`config.mk`:
```
export PLATFORM = sky130hd
export DESIGN_NAME = top_uart_tx
export DESIGN_NICKNAME = d
export VERILOG_FILES = /design/src/rtl/top_uart_tx.sv
export SDC_FILE = /design/constraint.sdc
export NUM_CORES = 1
export LEC_CHECK = 0
export ABC_CLOCK_PERIOD_IN_PS = 4420
export CAP_MARGIN = 20
export CORE_MARGIN = 2
export CORE_UTILIZATION = 28
export CTS_BUF_LIST = sky130_fd_sc_hd__clkbuf_8
export CTS_CLUSTER_SIZE = 8
export DETAILED_ROUTE_END_ITERATION = 12
export PLACE_DENSITY_LB_ADDON = 0.3
export REMOVE_ABC_BUFFERS = 1
export SKIP_CTS_REPAIR_TIMING = 1
export SLEW_MARGIN = 10
export SYNTH_ARGS = -nofsm -noshare
export SYNTH_HDL_FRONTEND = slang
export SYNTH_SLANG_ARGS = --single-unit
```
`constraint.sdc`:
```
create_clock -name clk_i_top_tx -period 4.42 [get_ports clk_i_top_tx]
set_input_delay 0.884 -clock clk_i_top_tx [delete_from_list [all_inputs] [get_ports clk_i_top_tx]]
set_output_delay 0.884 -clock clk_i_top_tx [all_outputs]
set_load 0.02 [all_outputs]
```
`src/rtl/top_uart_tx.sv`:
```
// FIFO-buffered 8N1 UART transmitter with a runtime baud divisor latched per character.
// Optional even-parity bit between data and stop: define UART_TX_PARITY_EN.
module top_uart_tx #(
  parameter int DATA_WIDTH      = 8,
  parameter int FIFO_DEPTH      = 32,
  parameter int ADDR_WIDTH_FIFO = $clog2(FIFO_DEPTH)
) (
  input  logic                    clk_i_top_tx,
  input  logic                    rst_i_top_tx,
  input  logic                    wr_i_top_tx,
  input  logic [DATA_WIDTH-1:0]   data_i_top_tx,
  input  logic [DATA_WIDTH*2:0]   baud_div_top_tx,
  output logic                    data_o_serial_top_tx,
  output logic                    busy_o_top_tx,
  output logic                    full_o_top_tx,
  output logic                    empty_o_top_tx,
  output logic                    overflow_o_top_tx
);

  localparam int BW = DATA_WIDTH*2+1;
  localparam int IW = $clog2(DATA_WIDTH+1);
  localparam logic [ADDR_WIDTH_FIFO:0]   DEPTH_C  = (ADDR_WIDTH_FIFO+1)'(FIFO_DEPTH);
  localparam logic [ADDR_WIDTH_FIFO:0]   CNT_ONE  = (ADDR_WIDTH_FIFO+1)'(1);
  localparam logic [ADDR_WIDTH_FIFO-1:0] PTR_ONE  = ADDR_WIDTH_FIFO'(1);
  localparam logic [BW-1:0]              BAUD_ONE = BW'(1);
  localparam logic [IW-1:0]              IDX_ONE  = IW'(1);
  localparam logic [IW-1:0]              IDX_LAST = IW'(DATA_WIDTH-1);

`ifdef UART_TX_PARITY_EN
  typedef enum logic [2:0] {IDLE, START, DATA, PARITY, STOP} state_t;
`else
  typedef enum logic [1:0] {IDLE, START, DATA, STOP} state_t;
`endif

  // FIFO storage and bookkeeping
  logic [DATA_WIDTH-1:0]      mem_q [FIFO_DEPTH];
  logic [ADDR_WIDTH_FIFO-1:0] wr_ptr_q, rd_ptr_q;
  logic [ADDR_WIDTH_FIFO:0]   count_q, count_d;
  logic                       full_q, empty_q, overflow_q;
  logic                       push, pop;

  // Transmit datapath
  state_t                     state_q;
  logic [DATA_WIDTH-1:0]      shift_q, shift_nxt, head;
  logic [BW-1:0]              bd_q, cnt_q, bd_in;
  logic [IW-1:0]              idx_q;
  logic                       line_q, busy_q, bit_end;
`ifdef UART_TX_PARITY_EN
  logic                       parity_q;
`endif

  // Full is judged before any same-cycle pop, so a write at capacity is always dropped.
  assign push = wr_i_top_tx && !full_q;

  always_comb begin
    count_d = count_q;
    if (push && !pop)
      count_d = count_q + CNT_ONE;
    else if (pop && !push)
      count_d = count_q - CNT_ONE;
  end

  always_ff @(posedge clk_i_top_tx) begin
    if (push)
      mem_q[wr_ptr_q] <= data_i_top_tx;
  end

  always_ff @(posedge clk_i_top_tx or posedge rst_i_top_tx) begin
    if (rst_i_top_tx) begin
      wr_ptr_q   <= '0;
      rd_ptr_q   <= '0;
      count_q    <= '0;
      full_q     <= 1'b0;
      empty_q    <= 1'b1;
      overflow_q <= 1'b0;
    end else begin
      if (push)
        wr_ptr_q <= wr_ptr_q + PTR_ONE;
      if (pop)
        rd_ptr_q <= rd_ptr_q + PTR_ONE;
      count_q <= count_d;
      full_q  <= (count_d == DEPTH_C);
      empty_q <= (count_d == '0);
      if (wr_i_top_tx && full_q)
        overflow_q <= 1'b1;
    end
  end

  assign head      = mem_q[rd_ptr_q];
  assign bd_in     = (baud_div_top_tx == '0) ? BAUD_ONE : baud_div_top_tx;
  assign bit_end   = (cnt_q == bd_q - BAUD_ONE);
  assign shift_nxt = shift_q >> 1;

  // A new character is taken from idle, or at the last stop-bit clock for gapless frames.
  assign pop = !empty_q && ((state_q == IDLE) || ((state_q == STOP) && bit_end));

  always_ff @(posedge clk_i_top_tx or posedge rst_i_top_tx) begin
    if (rst_i_top_tx) begin
      state_q  <= IDLE;
      line_q   <= 1'b1;
      busy_q   <= 1'b0;
      shift_q  <= '0;
      bd_q     <= BAUD_ONE;
      cnt_q    <= '0;
      idx_q    <= '0;
`ifdef UART_TX_PARITY_EN
      parity_q <= 1'b0;
`endif
    end else if (pop) begin
      state_q  <= START;
      line_q   <= 1'b0;
      busy_q   <= 1'b1;
      shift_q  <= head;
      bd_q     <= bd_in;
      cnt_q    <= '0;
      idx_q    <= '0;
`ifdef UART_TX_PARITY_EN
      parity_q <= ^head;
`endif
    end else begin
      case (state_q)
        IDLE: begin
          line_q <= 1'b1;
          busy_q <= 1'b0;
          cnt_q  <= '0;
        end
        START: begin
          if (bit_end) begin
            cnt_q   <= '0;
            state_q <= DATA;
            line_q  <= shift_q[0];
          end else begin
            cnt_q <= cnt_q + BAUD_ONE;
          end
        end
        DATA: begin
          if (bit_end) begin
            cnt_q <= '0;
            if (idx_q == IDX_LAST) begin
`ifdef UART_TX_PARITY_EN
              state_q <= PARITY;
              line_q  <= parity_q;
`else
              state_q <= STOP;
              line_q  <= 1'b1;
`endif
            end else begin
              idx_q   <= idx_q + IDX_ONE;
              shift_q <= shift_nxt;
              line_q  <= shift_nxt[0];
            end
          end else begin
            cnt_q <= cnt_q + BAUD_ONE;
          end
        end
`ifdef UART_TX_PARITY_EN
        PARITY: begin
          if (bit_end) begin
            cnt_q   <= '0;
            state_q <= STOP;
            line_q  <= 1'b1;
          end else begin
            cnt_q <= cnt_q + BAUD_ONE;
          end
        end
`endif
        STOP: begin
          if (bit_end) begin
            cnt_q   <= '0;
            state_q <= IDLE;
            busy_q  <= 1'b0;
            line_q  <= 1'b1;
          end else begin
            cnt_q <= cnt_q + BAUD_ONE;
          end
        end
        default: begin
          state_q <= IDLE;
          line_q  <= 1'b1;
          busy_q  <= 1'b0;
        end
      endcase
    end
  end

  assign data_o_serial_top_tx = line_q;
  assign busy_o_top_tx        = busy_q;
  assign full_o_top_tx        = full_q;
  assign empty_o_top_tx       = empty_q;
  assign overflow_o_top_tx    = overflow_q;

endmodule

```
# --- After elaboration in Yosys (flattened, before gate mapping) ---
# Memories as Yosys holds them, arrays and structs flattened.
# Index checks and enable logic that the tools add are counted.
classes:
  add_sub_neg: 7
  mul: 0
  div_mod_pow: 0
  order_cmp: 0
  n_eq_ne: 11
  n_shift: 0
  mux: 31
  bitwise_logic: 0
  n_reduce_logical: 23
op_table:
  columns: ["cell", "n"]
  rows:
  - ["$mux 17", 3]
  - ["$pmux 17 s2", 1]
  - ["$mux 8", 4]
  - ["$add 17x1->17 const B", 1]
  - ["$eq 17x17->1", 1]
  - ["$logic_not 17->1", 1]
  - ["$sub 17x1->17 const B", 1]
  - ["$mux 4", 4]
  - ["$mux 6", 2]
  - ["$ne 3x3->1 const B", 4]
  - ["$add 5x1->5 const B", 2]
  - ["$mux 2", 5]
  - ["$mux 1", 9]
  - ["$add 6x1->6 const B", 1]
  - ["$eq 6x6->1 const B", 1]
  - ["$logic_and 1x1->1", 6]
  - ["$logic_not 6->1", 1]
  - ["$pmux 2 s3", 1]
  - ["$reduce_and 3->1", 2]
  - ["$sub 6x1->6 const B", 1]
  - ["$reduce_and 5->1", 1]
  - ["$add 4x1->4 const B", 1]
  - ["$eq 2x2->1 const B", 2]
  - ["$eq 4x3->1 const B", 1]
  - ["12 further kinds", 16]
totals:
  regBits: 69
  latchBits: 0
  mem_bits_rw: 256
  romBits: 0
  inputBits: 28
  output_inout_bits: 5
  elab_cells: 86
  mem_count: 1
memory_table:
  columns: ["memory", "depth", "word_bits", "read_ports", "rd_clocked_by_memory_dff", "wr", "line", "source"]
  rows:
  - ["mem_q", 32, 8, 1, 0, 1, "36", "logic [DATA_WIDTH-1:0] mem_q [FIFO_DEPTH];"]

# --- Depth between registers and ports, before layout ---
logic_depth:
  word_depth: 9
  mapped_depth: 13
  ltp_nobuf: 11

# --- Least setup slack after synthesis ---
# No wires, ideal clock.
synth_path:
  path_kind: "flip-flop to flip-flop"
  startpoint: "reg bd_q[0]"
  endpoint: "reg empty_q, in the netlist empty_o_top_tx"
  setup_time_ps: 97
  arrival_ps: 3456
  required_ps: 4323
  path_slack_ps: 867
  stages_incl_launch_ff: 14
  path_cell_list: "dfstp_2 > clkbuf_1 > inv_1 > ha_1 > or4b_1 > clkbuf_1 > or3_1 > a211o_1 > and3_4 > o41ai_4 > mux2i_1 > xor2_1 > inv_1 > nor4_1"
synth_between:
  elab_chain_cells: 9
  word_cells_on_any_way: 11
  classes_between: "1 x add/sub; 1 x eq/ne; 2 x mux; 7 x reduce/logical"
synth_lines:
  columns: ["item", "line", "source"]
  rows:
  - ["start: declaration", "45", "logic [BW-1:0] bd_q, cnt_q, bd_in;"]
  - ["start signal: assignment", "114", "bd_q <= bd_in;"]
  - ["$sub 17x1->17 (*)", "91", "assign bit_end = (cnt_q == bd_q - BAUD_ONE);"]
  - ["$eq 17x17->1 (*)", "91", null]
  - ["$logic_and 1x1->1 (*)", "95", "assign pop = !empty_q && ((state_q == IDLE) || ((state_q == STOP) && bit_end));"]
  - ["$logic_or 1x1->1 (*)", "95", null]
  - ["$logic_and 1x1->1 (*)", "95", null]
  - ["$logic_and 1x1->1 or $logic_not 1->1 (tied branches)", "59, 57", null]
  - ["$mux 6 or $logic_and 1x1->1 (tied branches)", "59, 57", null]
  - ["$mux 6 (*)", "57", "if (push && !pop)"]
  - ["named net count_d[5]", "38", "logic [ADDR_WIDTH_FIFO:0] count_q, count_d;"]
  - ["$logic_not 6->1 (*)", "83", "empty_q <= (count_d == '0);"]
  - ["end signal: assignment", "83", null]
  - ["end: declaration", "39", "logic full_q, empty_q, overflow_q;"]
# Mark *: on every way through the listed nets, which the timed path passes. The rest lies on a longest branch.
# A chain may end at the register's enable or synchronous reset.

# --- Worst setup path in the final report ---
layout_path:
  startpoint: "reg bd_q[1]"
  endpoint: "reg empty_q, in the netlist empty_o_top_tx"
# The elaborated chain is that of the path after synthesis.

==> run summary <==
### Worst setup path
- bd_q[1]$_DFFE_PP0N_ — launching instance or port of the critical path
- 4.88 ns — Worst EP required
- register — critical path startpoint category
- empty_o_top_tx$_DFF_PP1_ — Worst Setup EP
- 0.63 ns — Reg2Reg Setup Slack
- 9 — maximum fanout count along the critical path
- reg2reg — kind of critical path
- bd_q[1]$_DFFE_PP0N_ — start of the worst register-to-register path
- 4.25 ns — arrival time of data at the critical path endpoint
- register — kind of end point of the critical path
- 10 — number of cells on the worst reg-to-reg path
- empty_o_top_tx$_DFF_PP1_ — R2R Path End

### Drt
- 5 — drt first pass iters
- 7386 — vias after detailed routing
- 0 — remaining number of nets flagged by the antenna check after routing
- 659 — DR iter-0 viols
- 0 — detailed-route DRC error count
- 4.54 — drt via density
- 29700 um — final wirelength
- 18.3 um — detail-routed net length per standard cell

### STA
- 0.920 ns — slew at the pin closest to its max-slew limit
- 0.387 — slew margin rel.
- no — RSZ-0062 raised after global routing
- 3.79 ns — min Tclk post-route
- 0.0442 ns — Clock Skews
- 0 — Finish-stage setup viols
- 0 — final hold viol count
- 0 — Slew Viols, Final
- 0 ns — Setup Total Neg Slack
- 0.858 — ratio of final minimum period to clock period
- 264 MHz — maximum achievable frequency

### Synth
- 60 — count of different cell masters after synthesis
- edfxtp_1 (256), mux4_2 (80), nand2_1 (76), dfrtp_1 (66), nor2_1 (66) — synth cell count leaders
- edfxtp_1 — Most used DFF post-synth
- 256 — number of synthesized flops with an enable pin
- 0.0138 mm2 — Syn Std Cell Area
- 0.681 — sequential-to-total area share from yosys stat
- edfxtp_1 — library cell with the largest summed area after synthesis
- 325 — Yosys reg bits
- edfxtp_1 (56%), mux4_2 (13%), dfrtp_1 (12%) — Area contributors post-synth
- edfxtp_1 — most frequently used cell type in the post-synthesis netlist
- 0.212 — share of synthesized flip-flops with an asynchronous set or reset
- 0.556 — share of the synthesized area in the top cell type
- 827 — Post-Synthesis Cells
- 0 — Synth warnings
- 16.7 um2 — post-synthesis average cell area

### Finish
- 1626 — final non-filler cell total
- 0.223 — proportion of layout cells with a drive suffix above 1
- 962 — final layout net count
- 4774 — filler instances
- 0.0162 mm2 — final instance area
- 0 — number of inserted diodes
- 17.2% — Syn-to-layout area delta

### Clocking
- 0.61 ns — later-pin clock latency in the skew report
- clkbuf_8 — buffer type at the clock tree root
- 54 — clock buffers created by TritonCTS
- 325 — CTS sink cnt
- built — TritonCTS clock tree
- 2 — H-tree depth
- 3 — worst-case clock buffer depth
- 0.06 ns — clock input transition at the sequential cells of the worst setup and hold paths

### Floorplan
- 0.283 — effective utilization at floorplan
- 81 — standard-cell row count
- 0.0512 mm2 — Die ar.
- 33 — boundary pin count
- 226 um — die extent in x
- 226 um — Vert. Die Dim
- 0.0488 mm2 — core region area

### Power and ir drop
- 5.62 nW — LEAKAGE
- 604 mW/mm2 — Power Dens Cells
- 9.79 mW — Total Power
- 0.000215 V — Peak supply drop

### Global route
- 0.120 — Global Route Usage Sum
- 68 — pin count of the biggest net entering global routing
- 0 — total gr overflow
- 46600 um — first-pass GRT wire length
- 0 — number of antenna violations at the first check in global routing
- 7680 — number of global-route vias before repair

### Worst hold path
- overflow_o_top_tx$_DFFE_PP0P_ — worst hold start
- reg2reg — kind of path behind the tightest hold check

### Outcome
- finished, final reports clean — result of the run

### Place
- 1526 — number of cells in the design after placement
- 18900 um — total half-perimeter wirelength after legalization and detailed placement
- 0.0152 mm2 — area after detailed placement
- 32 — count of buffers from port buffering
- 0.779 — Final GP Congestion

### Flow run
- 0 — maximum capacitance violations

## cell families after synthesis
group,count (synthesis),synth area share
fa+ha+maj,15,0.0136
compound gates,45,0.0244
mux,110,0.152
simple gates,230,0.0814
buf+inv,54,0.0155
flops,325,0.681
xor+xnor,48,0.0315
## flip-flops by register name, indices dropped and copies added (netlist names), 2 cells and up
name,count
mem_q,256
bd_q,17
cnt_q,17
shift_q,8
count_q,6
rd_ptr_q,5
wr_ptr_q,5
idx_q,4
state_q,2
## layer usage
layer | global-route usage | vias to the layer above | routed length, um
li1 | - | 3396 | -
met3 | 0.0263 | 44 | 1560
met2 | 0.188 | 180 | 13800
met4 | 0.0303 | 0 | 481
met5 | 0 | - | 0
met1 | 0.169 | 3766 | 13900
## power breakdown
part | internal (mW) | switching, mW
logic | 1.50 | 1.64
clock network | 1.33 | 1.20
registers | 3.69 | 0.430
total | 6.52 | 3.27
## area by class of cell
| type | count | area (um2) | share of cell area |
|---|---|---|---|
| timing repair buffer | 77 | 678 | 0.0419 |
| sequential | 325 | 9420 | 0.582 |
| clock inverter | 41 | 233 | 0.0144 |
| clock buffer | 58 | 798 | 0.0493 |
| inverter | 13 | 48.8 | 0.00301 |
| multi-input combinational | 448 | 4190 | 0.259 |
| tap | 664 | 831 | 0.0513 |
## critical path, cell delays in order, from the launching register on
cell	delay [ns]
dfrtp_1	0.42
inv_1	0.09
ha_1	0.30
or4b_1	0.60
or3_1	0.41
a211o_1	0.29
and3_4	0.20
o41a_1	0.61
mux2i_2	0.25
xor2_2	0.18
nor4_1	0.32
## worst min-delay path by stage
stage,to,slack (ns),cells after the start
after detailed placement,overflow_o_top_tx$_DFFE_PP0P_,0.45,1
after global routing,overflow_o_top_tx$_DFFE_PP0P_,0.47,1
after global placement,overflow_o_top_tx$_DFFE_PP0P_,0.44,1
final,overflow_o_top_tx$_DFFE_PP0P_,0.46,1
after CTS,overflow_o_top_tx$_DFFE_PP0P_,0.47,1
after floorplan,shift_q[7]$_DFFE_PP0P_,0.46,1
## metrics by stage
step,worst slack (ns),util,hold WS (ns)
detailed placement,0.686,0.311,0.453
global route,0.250,0.332,0.471
floorplan,-0.0128,-,0.456
global placement,0.725,0.310,0.442
CTS,0.666,0.332,0.467
finish,0.627,0.332,0.462
## placed cells by master, fill, tap and decap left out, types with 5 or more instances in the layout
cell | synthesis | final
ha_1 | 15 | 15
or4_1 | 5 | 5
clkbuf_8 | 0 | 58
buf_4 | 1 | 41
edfxtp_1 | 256 | 256
nor3_1 | 7 | 7
inv_1 | 13 | 36
nor2b_1 | 6 | 6
nor2_1 | 66 | 66
a21oi_1 | 5 | 5
xnor2_1 | 29 | 29
or3_1 | 9 | 9
clkdlybuf4s50_1 | 0 | 28
clkinv_1 | 0 | 10
o211ai_1 | 5 | 5
o21ai_0 | 13 | 13
nand4_1 | 8 | 8
nor4_1 | 8 | 8
mux4_2 | 80 | 80
and3_1 | 7 | 7
mux2i_1 | 29 | 29
nand3_1 | 12 | 12
xor2_1 | 17 | 17
nand2_1 | 76 | 76
dfrtp_1 | 66 | 64
No activity file was read; power rests on OpenSTA's default activity.
